<file path="config.mk">
export PLATFORM = sky130hd
export DESIGN_NAME = vga_timing_gen_flat
export DESIGN_NICKNAME = d
export VERILOG_FILES = /design/src/rtl/vga_timing_gen_if.sv /design/src/rtl/vga_timing_gen.sv /design/src/flat_wrapper.sv
export SDC_FILE = /design/constraint.sdc
export NUM_CORES = 1
export LEC_CHECK = 0
export ABC_AREA = 1
export CAP_MARGIN = 15
export CORE_ASPECT_RATIO = 1.1
export CORE_UTILIZATION = 53
export CTS_BUF_LIST = sky130_fd_sc_hd__clkbuf_8
export DETAILED_ROUTE_END_ITERATION = 16
export MAX_ROUTING_LAYER = met4
export PLACE_DENSITY = 0.83
export SLEW_MARGIN = 20
export SYNTH_ARGS = -nofsm -noshare
export SYNTH_HDL_FRONTEND = slang
export SYNTH_SLANG_ARGS = --single-unit
</file>
<file path="constraint.sdc">
create_clock -name clock -period 3.46 [get_ports clock]
set_input_delay 0.692 -clock clock [delete_from_list [all_inputs] [get_ports clock]]
set_output_delay 0.692 -clock clock [all_outputs]
set_load 0.005 [all_outputs]
</file>
<file path="src/rtl/vga_timing_gen_if.sv">
// Signal bundle between the VGA timing generator, its pixel source and the DAC pins.
// test_en exists only when VGA_TIMING_TESTPAT_EN is defined.
interface vga_timing_gen_if #(
   parameter int unsigned CNT_W   = 11,
   parameter int unsigned COLOR_W = 8
);
   logic [3*COLOR_W-1:0] rgb_in;
   logic [CNT_W-1:0]     x_addr;
   logic [CNT_W-1:0]     y_addr;
   logic                 addr_valid;
   logic                 frame_start;
   logic                 vblank_start;
   logic [15:0]          frame_count;
   logic                 vga_hs;
   logic                 vga_vs;
   logic                 vga_de;
   logic [COLOR_W-1:0]   vga_r;
   logic [COLOR_W-1:0]   vga_g;
   logic [COLOR_W-1:0]   vga_b;
`ifdef VGA_TIMING_TESTPAT_EN
   logic                 test_en;

   modport master (
      input  rgb_in, test_en,
      output x_addr, y_addr, addr_valid, frame_start, vblank_start, frame_count,
             vga_hs, vga_vs, vga_de, vga_r, vga_g, vga_b
   );
   modport slave (
      output rgb_in, test_en,
      input  x_addr, y_addr, addr_valid, frame_start, vblank_start, frame_count,
             vga_hs, vga_vs, vga_de, vga_r, vga_g, vga_b
   );
`else
   modport master (
      input  rgb_in,
      output x_addr, y_addr, addr_valid, frame_start, vblank_start, frame_count,
             vga_hs, vga_vs, vga_de, vga_r, vga_g, vga_b
   );
   modport slave (
      output rgb_in,
      input  x_addr, y_addr, addr_valid, frame_start, vblank_start, frame_count,
             vga_hs, vga_vs, vga_de, vga_r, vga_g, vga_b
   );
`endif
endinterface

</file>
<file path="src/rtl/vga_timing_gen.sv">
// Parametrised VGA raster timing generator with pixel-source lookahead and frame events.
// Define VGA_TIMING_TESTPAT_EN to add the test_en colour-bar generator.
module vga_timing_gen #(
   parameter int unsigned H_SYNC      = 96,
   parameter int unsigned H_BACK      = 48,
   parameter int unsigned H_ACTIVE    = 640,
   parameter int unsigned H_FRONT     = 16,
   parameter int unsigned V_SYNC      = 2,
   parameter int unsigned V_BACK      = 33,
   parameter int unsigned V_ACTIVE    = 480,
   parameter int unsigned V_FRONT     = 10,
   parameter bit          HS_POL      = 1'b0,
   parameter bit          VS_POL      = 1'b0,
   parameter int unsigned CNT_W       = 11,
   parameter int unsigned COLOR_W     = 8,
   parameter int unsigned PIX_LATENCY = 1
) (
   input logic              clock,
   input logic              reset,
   vga_timing_gen_if.master bus
);
   localparam int unsigned H_TOTAL = H_SYNC + H_BACK + H_ACTIVE + H_FRONT;
   localparam int unsigned V_TOTAL = V_SYNC + V_BACK + V_ACTIVE + V_FRONT;

   localparam logic [CNT_W-1:0] H_LAST  = CNT_W'(H_TOTAL - 1);
   localparam logic [CNT_W-1:0] V_LAST  = CNT_W'(V_TOTAL - 1);
   localparam logic [CNT_W-1:0] H_SYNCW = CNT_W'(H_SYNC);
   localparam logic [CNT_W-1:0] V_SYNCW = CNT_W'(V_SYNC);
   localparam logic [CNT_W-1:0] H_VIS0  = CNT_W'(H_SYNC + H_BACK);
   localparam logic [CNT_W-1:0] H_VIS1  = CNT_W'(H_SYNC + H_BACK + H_ACTIVE);
   localparam logic [CNT_W-1:0] V_VIS0  = CNT_W'(V_SYNC + V_BACK);
   localparam logic [CNT_W-1:0] V_VIS1  = CNT_W'(V_SYNC + V_BACK + V_ACTIVE);
   localparam logic [CNT_W-1:0] X_LAST  = CNT_W'(H_ACTIVE - 1);
   localparam logic [CNT_W-1:0] Y_LAST  = CNT_W'(V_ACTIVE - 1);
   localparam logic [CNT_W-1:0] ONE     = CNT_W'(1);

`ifdef VGA_TIMING_TESTPAT_EN
   localparam int unsigned      DW    = 6;
   localparam logic [CNT_W-1:0] BAR_W = CNT_W'(H_ACTIVE / 8);
`else
   localparam int unsigned      DW    = 3;
`endif

   logic [CNT_W-1:0] hc_q, hc_d, vc_q, vc_d;
   logic             hs_act, vs_act, vis;

   always_comb begin
      hc_d = hc_q + ONE;
      vc_d = vc_q;
      if (hc_q == H_LAST) begin
         hc_d = '0;
         vc_d = (vc_q == V_LAST) ? '0 : vc_q + ONE;
      end
   end

   assign hs_act = hc_q < H_SYNCW;
   assign vs_act = vc_q < V_SYNCW;
   assign vis    = (hc_q >= H_VIS0) && (hc_q < H_VIS1) && (vc_q >= V_VIS0) && (vc_q < V_VIS1);

   // Address stage
   logic [CNT_W-1:0] x_q, y_q;
   logic             av_q, fs_q, vbs_q, fs_d;
   logic [15:0]      fc_q;

   assign fs_d = vis && (hc_q == H_VIS0) && (vc_q == V_VIS0);

   always_ff @(posedge clock or posedge reset) begin
      if (reset) begin
         hc_q  <= '0;
         vc_q  <= '0;
         x_q   <= '0;
         y_q   <= '0;
         av_q  <= 1'b0;
         fs_q  <= 1'b0;
         vbs_q <= 1'b0;
         fc_q  <= '0;
      end else begin
         hc_q  <= hc_d;
         vc_q  <= vc_d;
         x_q   <= vis ? hc_q - H_VIS0 : '0;
         y_q   <= vis ? vc_q - V_VIS0 : '0;
         av_q  <= vis;
         fs_q  <= fs_d;
         // Fires the cycle after the bottom-right pixel, independent of porch sizes
         vbs_q <= av_q && (x_q == X_LAST) && (y_q == Y_LAST);
         if (fs_d) fc_q <= fc_q + 16'd1;
      end
   end

   // Delay line: {bar index, hs, vs, de}; entry 0 is aligned with the address stage
   logic [DW-1:0] dly_d;
   logic [DW-1:0] dly_q [PIX_LATENCY+1];
   logic [DW-1:0] tail;

`ifdef VGA_TIMING_TESTPAT_EN
   logic [2:0]       bar_idx_q, bar_idx_d;
   logic [CNT_W-1:0] bar_cnt_q, bar_cnt_d;

   // bar_cnt counts pixels already emitted in the current bar; the last bar never advances
   always_comb begin
      bar_idx_d = bar_idx_q;
      bar_cnt_d = bar_cnt_q + ONE;
      if (!vis) begin
         bar_idx_d = 3'd0;
         bar_cnt_d = '0;
      end else if (!av_q) begin
         bar_idx_d = 3'd0;
         bar_cnt_d = ONE;
      end else if ((bar_cnt_q == BAR_W) && (bar_idx_q != 3'd7)) begin
         bar_idx_d = bar_idx_q + 3'd1;
         bar_cnt_d = ONE;
      end
   end

   always_ff @(posedge clock or posedge reset) begin
      if (reset) begin
         bar_idx_q <= '0;
         bar_cnt_q <= '0;
      end else begin
         bar_idx_q <= bar_idx_d;
         bar_cnt_q <= bar_cnt_d;
      end
   end

   assign dly_d = {bar_idx_d, hs_act, vs_act, vis};
`else
   assign dly_d = {hs_act, vs_act, vis};
`endif

   always_ff @(posedge clock or posedge reset) begin
      if (reset) begin
         for (int unsigned i = 0; i <= PIX_LATENCY; i++) dly_q[i] <= '0;
      end else begin
         dly_q[0] <= dly_d;
         for (int unsigned i = 1; i <= PIX_LATENCY; i++) dly_q[i] <= dly_q[i-1];
      end
   end

   assign tail = dly_q[PIX_LATENCY];

   // Output stage
   logic [3*COLOR_W-1:0] rgb_d, rgb_q;
   logic                 hs_q, vs_q, de_q;

   always_comb begin
      rgb_d = '0;
      if (tail[0]) begin
         rgb_d = bus.rgb_in;
`ifdef VGA_TIMING_TESTPAT_EN
         // Bar order white, yellow, cyan, green, magenta, red, blue, black
         if (bus.test_en) begin
            rgb_d = {{COLOR_W{~tail[4]}}, {COLOR_W{~tail[5]}}, {COLOR_W{~tail[3]}}};
         end
`endif
      end
   end

   always_ff @(posedge clock or posedge reset) begin
      if (reset) begin
         hs_q  <= ~HS_POL;
         vs_q  <= ~VS_POL;
         de_q  <= 1'b0;
         rgb_q <= '0;
      end else begin
         hs_q  <= tail[2] ? HS_POL : ~HS_POL;
         vs_q  <= tail[1] ? VS_POL : ~VS_POL;
         de_q  <= tail[0];
         rgb_q <= rgb_d;
      end
   end

   assign bus.x_addr       = x_q;
   assign bus.y_addr       = y_q;
   assign bus.addr_valid   = av_q;
   assign bus.frame_start  = fs_q;
   assign bus.vblank_start = vbs_q;
   assign bus.frame_count  = fc_q;
   assign bus.vga_hs       = hs_q;
   assign bus.vga_vs       = vs_q;
   assign bus.vga_de       = de_q;
   assign bus.vga_r        = rgb_q[3*COLOR_W-1:2*COLOR_W];
   assign bus.vga_g        = rgb_q[2*COLOR_W-1:COLOR_W];
   assign bus.vga_b        = rgb_q[COLOR_W-1:0];
endmodule

</file>
<file path="src/flat_wrapper.sv">
// flat-port wrapper written by rule: the top's interface ports become plain ports
module vga_timing_gen_flat 
#(
   parameter int unsigned H_SYNC      = 96,
   parameter int unsigned H_BACK      = 48,
   parameter int unsigned H_ACTIVE    = 640,
   parameter int unsigned H_FRONT     = 16,
   parameter int unsigned V_SYNC      = 2,
   parameter int unsigned V_BACK      = 33,
   parameter int unsigned V_ACTIVE    = 480,
   parameter int unsigned V_FRONT     = 10,
   parameter bit          HS_POL      = 1'b0,
   parameter bit          VS_POL      = 1'b0,
   parameter int unsigned CNT_W       = 11,
   parameter int unsigned COLOR_W     = 8,
   parameter int unsigned PIX_LATENCY = 1
)
  (clock, reset, bus_rgb_in, bus_x_addr, bus_y_addr, bus_addr_valid, bus_frame_start, bus_vblank_start, bus_frame_count, bus_vga_hs, bus_vga_vs, bus_vga_de, bus_vga_r, bus_vga_g, bus_vga_b);
  vga_timing_gen_if #(.CNT_W(CNT_W), .COLOR_W(COLOR_W)) bus_i ();
  input logic clock;
  input logic reset;
  input wire logic [$bits(bus_i.rgb_in)-1:0] bus_rgb_in;
  output wire logic [$bits(bus_i.x_addr)-1:0] bus_x_addr;
  output wire logic [$bits(bus_i.y_addr)-1:0] bus_y_addr;
  output wire logic [$bits(bus_i.addr_valid)-1:0] bus_addr_valid;
  output wire logic [$bits(bus_i.frame_start)-1:0] bus_frame_start;
  output wire logic [$bits(bus_i.vblank_start)-1:0] bus_vblank_start;
  output wire logic [$bits(bus_i.frame_count)-1:0] bus_frame_count;
  output wire logic [$bits(bus_i.vga_hs)-1:0] bus_vga_hs;
  output wire logic [$bits(bus_i.vga_vs)-1:0] bus_vga_vs;
  output wire logic [$bits(bus_i.vga_de)-1:0] bus_vga_de;
  output wire logic [$bits(bus_i.vga_r)-1:0] bus_vga_r;
  output wire logic [$bits(bus_i.vga_g)-1:0] bus_vga_g;
  output wire logic [$bits(bus_i.vga_b)-1:0] bus_vga_b;
  assign bus_i.rgb_in = bus_rgb_in;
  assign bus_x_addr = bus_i.x_addr;
  assign bus_y_addr = bus_i.y_addr;
  assign bus_addr_valid = bus_i.addr_valid;
  assign bus_frame_start = bus_i.frame_start;
  assign bus_vblank_start = bus_i.vblank_start;
  assign bus_frame_count = bus_i.frame_count;
  assign bus_vga_hs = bus_i.vga_hs;
  assign bus_vga_vs = bus_i.vga_vs;
  assign bus_vga_de = bus_i.vga_de;
  assign bus_vga_r = bus_i.vga_r;
  assign bus_vga_g = bus_i.vga_g;
  assign bus_vga_b = bus_i.vga_b;
  vga_timing_gen #(.H_SYNC(H_SYNC), .H_BACK(H_BACK), .H_ACTIVE(H_ACTIVE), .H_FRONT(H_FRONT), .V_SYNC(V_SYNC), .V_BACK(V_BACK), .V_ACTIVE(V_ACTIVE), .V_FRONT(V_FRONT), .HS_POL(HS_POL), .VS_POL(VS_POL), .CNT_W(CNT_W), .COLOR_W(COLOR_W), .PIX_LATENCY(PIX_LATENCY)) u_core (.clock(clock), .reset(reset), .bus(bus_i));
endmodule
</file>
==> results.txt <==
Port bufs: 93
Die Y: 97.4 µm
Final setup skew: 0.0107 ns
Slew Limit Fails: 0
Filler Cells Inserted: 583
Final min period: 2.17 ns
Hold Crit Start: u_core.dly_q[5]
ANT nets after route: 0
Crit end category: register
GR met1 Demand/Resource: 30.1%
GRT Util Overall: 24.9%
Synthesized instance count: 493
TritonCTS clock tree: yes
Internal power: 0.00142 W
Pwr Total: 0.00184 W
Max Buffers Root-to-Sink: 2
Max-Cap Viols: 0
Worst slew margin: 40.7%
Number of synthesized register bits: 95
Syn-to-layout area delta: 27.3%
Post-synthesis sequential area ratio: 54.3%
Slew @ Worst Pin: 0.890 ns
Initial core utilization: 55.1%
Pleak: 2.94 nW
Post-Syn Nets: 526
First-pass GRT wire length: 16.0 mm
R2R setup slack: 1.29 ns
Worst skew pair latency: 0.36 ns
Req. time, crit path: 3.70 ns
Top cells by area, synth: dfrtp_1 (53%), nand2_1 (11%), inv_1 (6.1%)
Register share of total power: 60.3%
Crit-path max FO: 16
DPL Wire Length: 7.37 mm
CP startpoint kind: register
Hold Fails Final Rpt: 0
Layout net count: 622
Setup_tns: 0 ns
Drt total wl: 9.76 mm
Area leader, netlist: dfrtp_1
Gate power share: 2.8%
Clk pwr share: 36.9%
Initial antenna violation count: 0
Net Sw Frac: 22.7%
Root Driver: clkbuf_8
Worst min path class: register to register
Worst flop-to-flop path startpoint: u_core.vc_q[0]
Net Sw Power: 0.000417 W
Layout cells sized above 1: 7.74%
Routed vias: 3,511
Die area: 8640 µm²
Max VDD drop: 0.216 mV
Post-cts sizing count: 0
Wirelength per Cell: 13.9 µm
Final core occ: 70.2%
CP arrival: 2.42 ns
Post-CTS Setup Repair Bufs: 0
Placer Congestion: 0.929
RSZ-0062 raised after global routing: false
Vias in the first global route: 3,500
Met2 global-route usage: 41.7%
Hold Buf Count CTS: 0
CORE AREA: 7960 µm²
DRT Pass-1 Iters: 4
Netlist cell types: 35
Kind of critical path: register to register
Met3 Use GR: 3.82%
Die Wd: 88.7 µm
Crit path launch: u_core.vc_q[0]
Synth top area share: 53.1%
Htree depth: 3
CTS buffer count: 9
Vias per inst: 5.00
Inserted Diodes: 0
Cell Pwr Density: 330 nW/µm²
Avg Cell Area, Syn: 8.90 µm²
I/O pins: 94
Largest net degree at the start of global routing: 59
Design area: 5580 µm²
Synth Cell Area: 4390 µm²
Achievable Freq: 0.461 GHz
Starting DRC count in detailed routing: 179
Gr busiest metal: met2
CTS sink count: 95
Syn. warnings: 0
Period utilisation layout: 62.7%
Row cnt: 34
Residual DRC: 0
Clk slew on worst S/H paths: 0.09 ns
Global route overflow: 0
Final setup violation count: 0
Status: finished, final reports clean
Dpl cell area: 5400 µm²
-- worst max-delay path: stages, from the launching register on --
cell and delay [ns]:
dfrtp_1 0.48, ha_1 0.26, inv_1 0.07, nor3_1 0.24
nand3_2 0.20, nand3_2 0.14, nand4_2 0.41, nand2_1 0.17
nand2_1 0.08
-- power groups by stage --
stage                     Combinational [W]  Clock [W]  Sequential, W
after CTS                         0.0000541   0.000693        0.00111
after global routing              0.0000583   0.000742        0.00111
after global placement            0.0000533          0        0.00113
final                             0.0000521   0.000678        0.00111
after detailed placement          0.0000538          0        0.00113
after floorplan                   0.0000161          0        0.00113
-- stage by stage --
| step | hold slack (ns) | instances | setup WS (ns) |
|---|---|---|---|
| 2_1_floorplan | 0.331 | 493 | 0.294 |
| 3_3_place_gp | 0.334 | 686 | 1.48 |
| 3_5_place_dp | 0.338 | 686 | 1.34 |
| 4_1_cts | 0.350 | 702 | 1.32 |
| 5_1_grt | 0.360 | 702 | 1.12 |
| 6_report | 0.349 | 702 | 1.29 |
-- cell families (layout without fill, tap and decap cells) --
family | after synthesis | in the layout | share of synthesized area (%)
xor+xnor | 34 | 34 | 6.79
flops | 95 | 95 | 54.3
simple gates | 250 | 250 | 26.0
fa+ha+maj | 7 | 7 | 2.00
buf+inv | 87 | 188 | 8.36
compound gates | 20 | 20 | 2.60
-- metal layers --
metal,wire [µm],share of wire [%]
met1,4070,42
met2,5060,52
met3,473,4.8
met4,161,1.6
met5,0,0
-- sequential cells by signal, summed over array words and instances, names as in the netlist, 3 cells and up --
register / flops
u_core.bus.frame_count: 16
u_core.bus.x_addr: 11
u_core.bus.y_addr: 11
u_core.dly_q: 3
u_core.hc_q: 11
u_core.rgb_q: 24
u_core.tail: 3
u_core.vc_q: 11
-- path summary, 6_finish.rpt --
kind                                                   to  cells after the start
worst min-delay path                       u_core.tail[2]                      0
min in group asynchronous                 u_core.rgb_q[2]                      2
max in group asynchronous               u_core.bus.vga_vs                      3
worst max-delay path            u_core.bus.frame_count[3]                      8
worst min register to register             u_core.tail[2]                      0
worst max register to register  u_core.bus.frame_count[3]                      8
-- layout by cell type, fill, tap and decap left out, types with 10 or more instances in the layout --
cell type,count
xor2_1,27
inv_1,71
nor2_1,54
nand2_1,128
o21ai_0,11
nor3_1,18
nand4_1,15
nand3_1,15
dfrtp_1,93
clkbuf_8,10
clkdlybuf4s50_1,93
-- area by class of cell --
type                    instances  area (µm²)  share of cell area (%)
repair buffers                 94         951                    17.0
clock inverters                 6        45.0                   0.807
inverters                      78         294                    5.27
clock buffers                  10         138                    2.47
well taps                     108         135                    2.42
flip-flops and latches         95        2380                    42.6
multi-input cells             311        1640                    29.4
-- cell usage after synthesis (all sizes together) --
master  instances
o22ai           1
nor3b           1
o21ai          13
and2            1
nand2         129
nand3          19
nor2           61
dfstp           2
clkbuf          3
xnor2           7
nor4            1
ha              7
a21boi          1
inv            78
nand4          17
nor3           21
a211oi          1
a21oi           4
dfrtp          93
xor2           27
buf             6
Power figures use the tool's default switching activity.
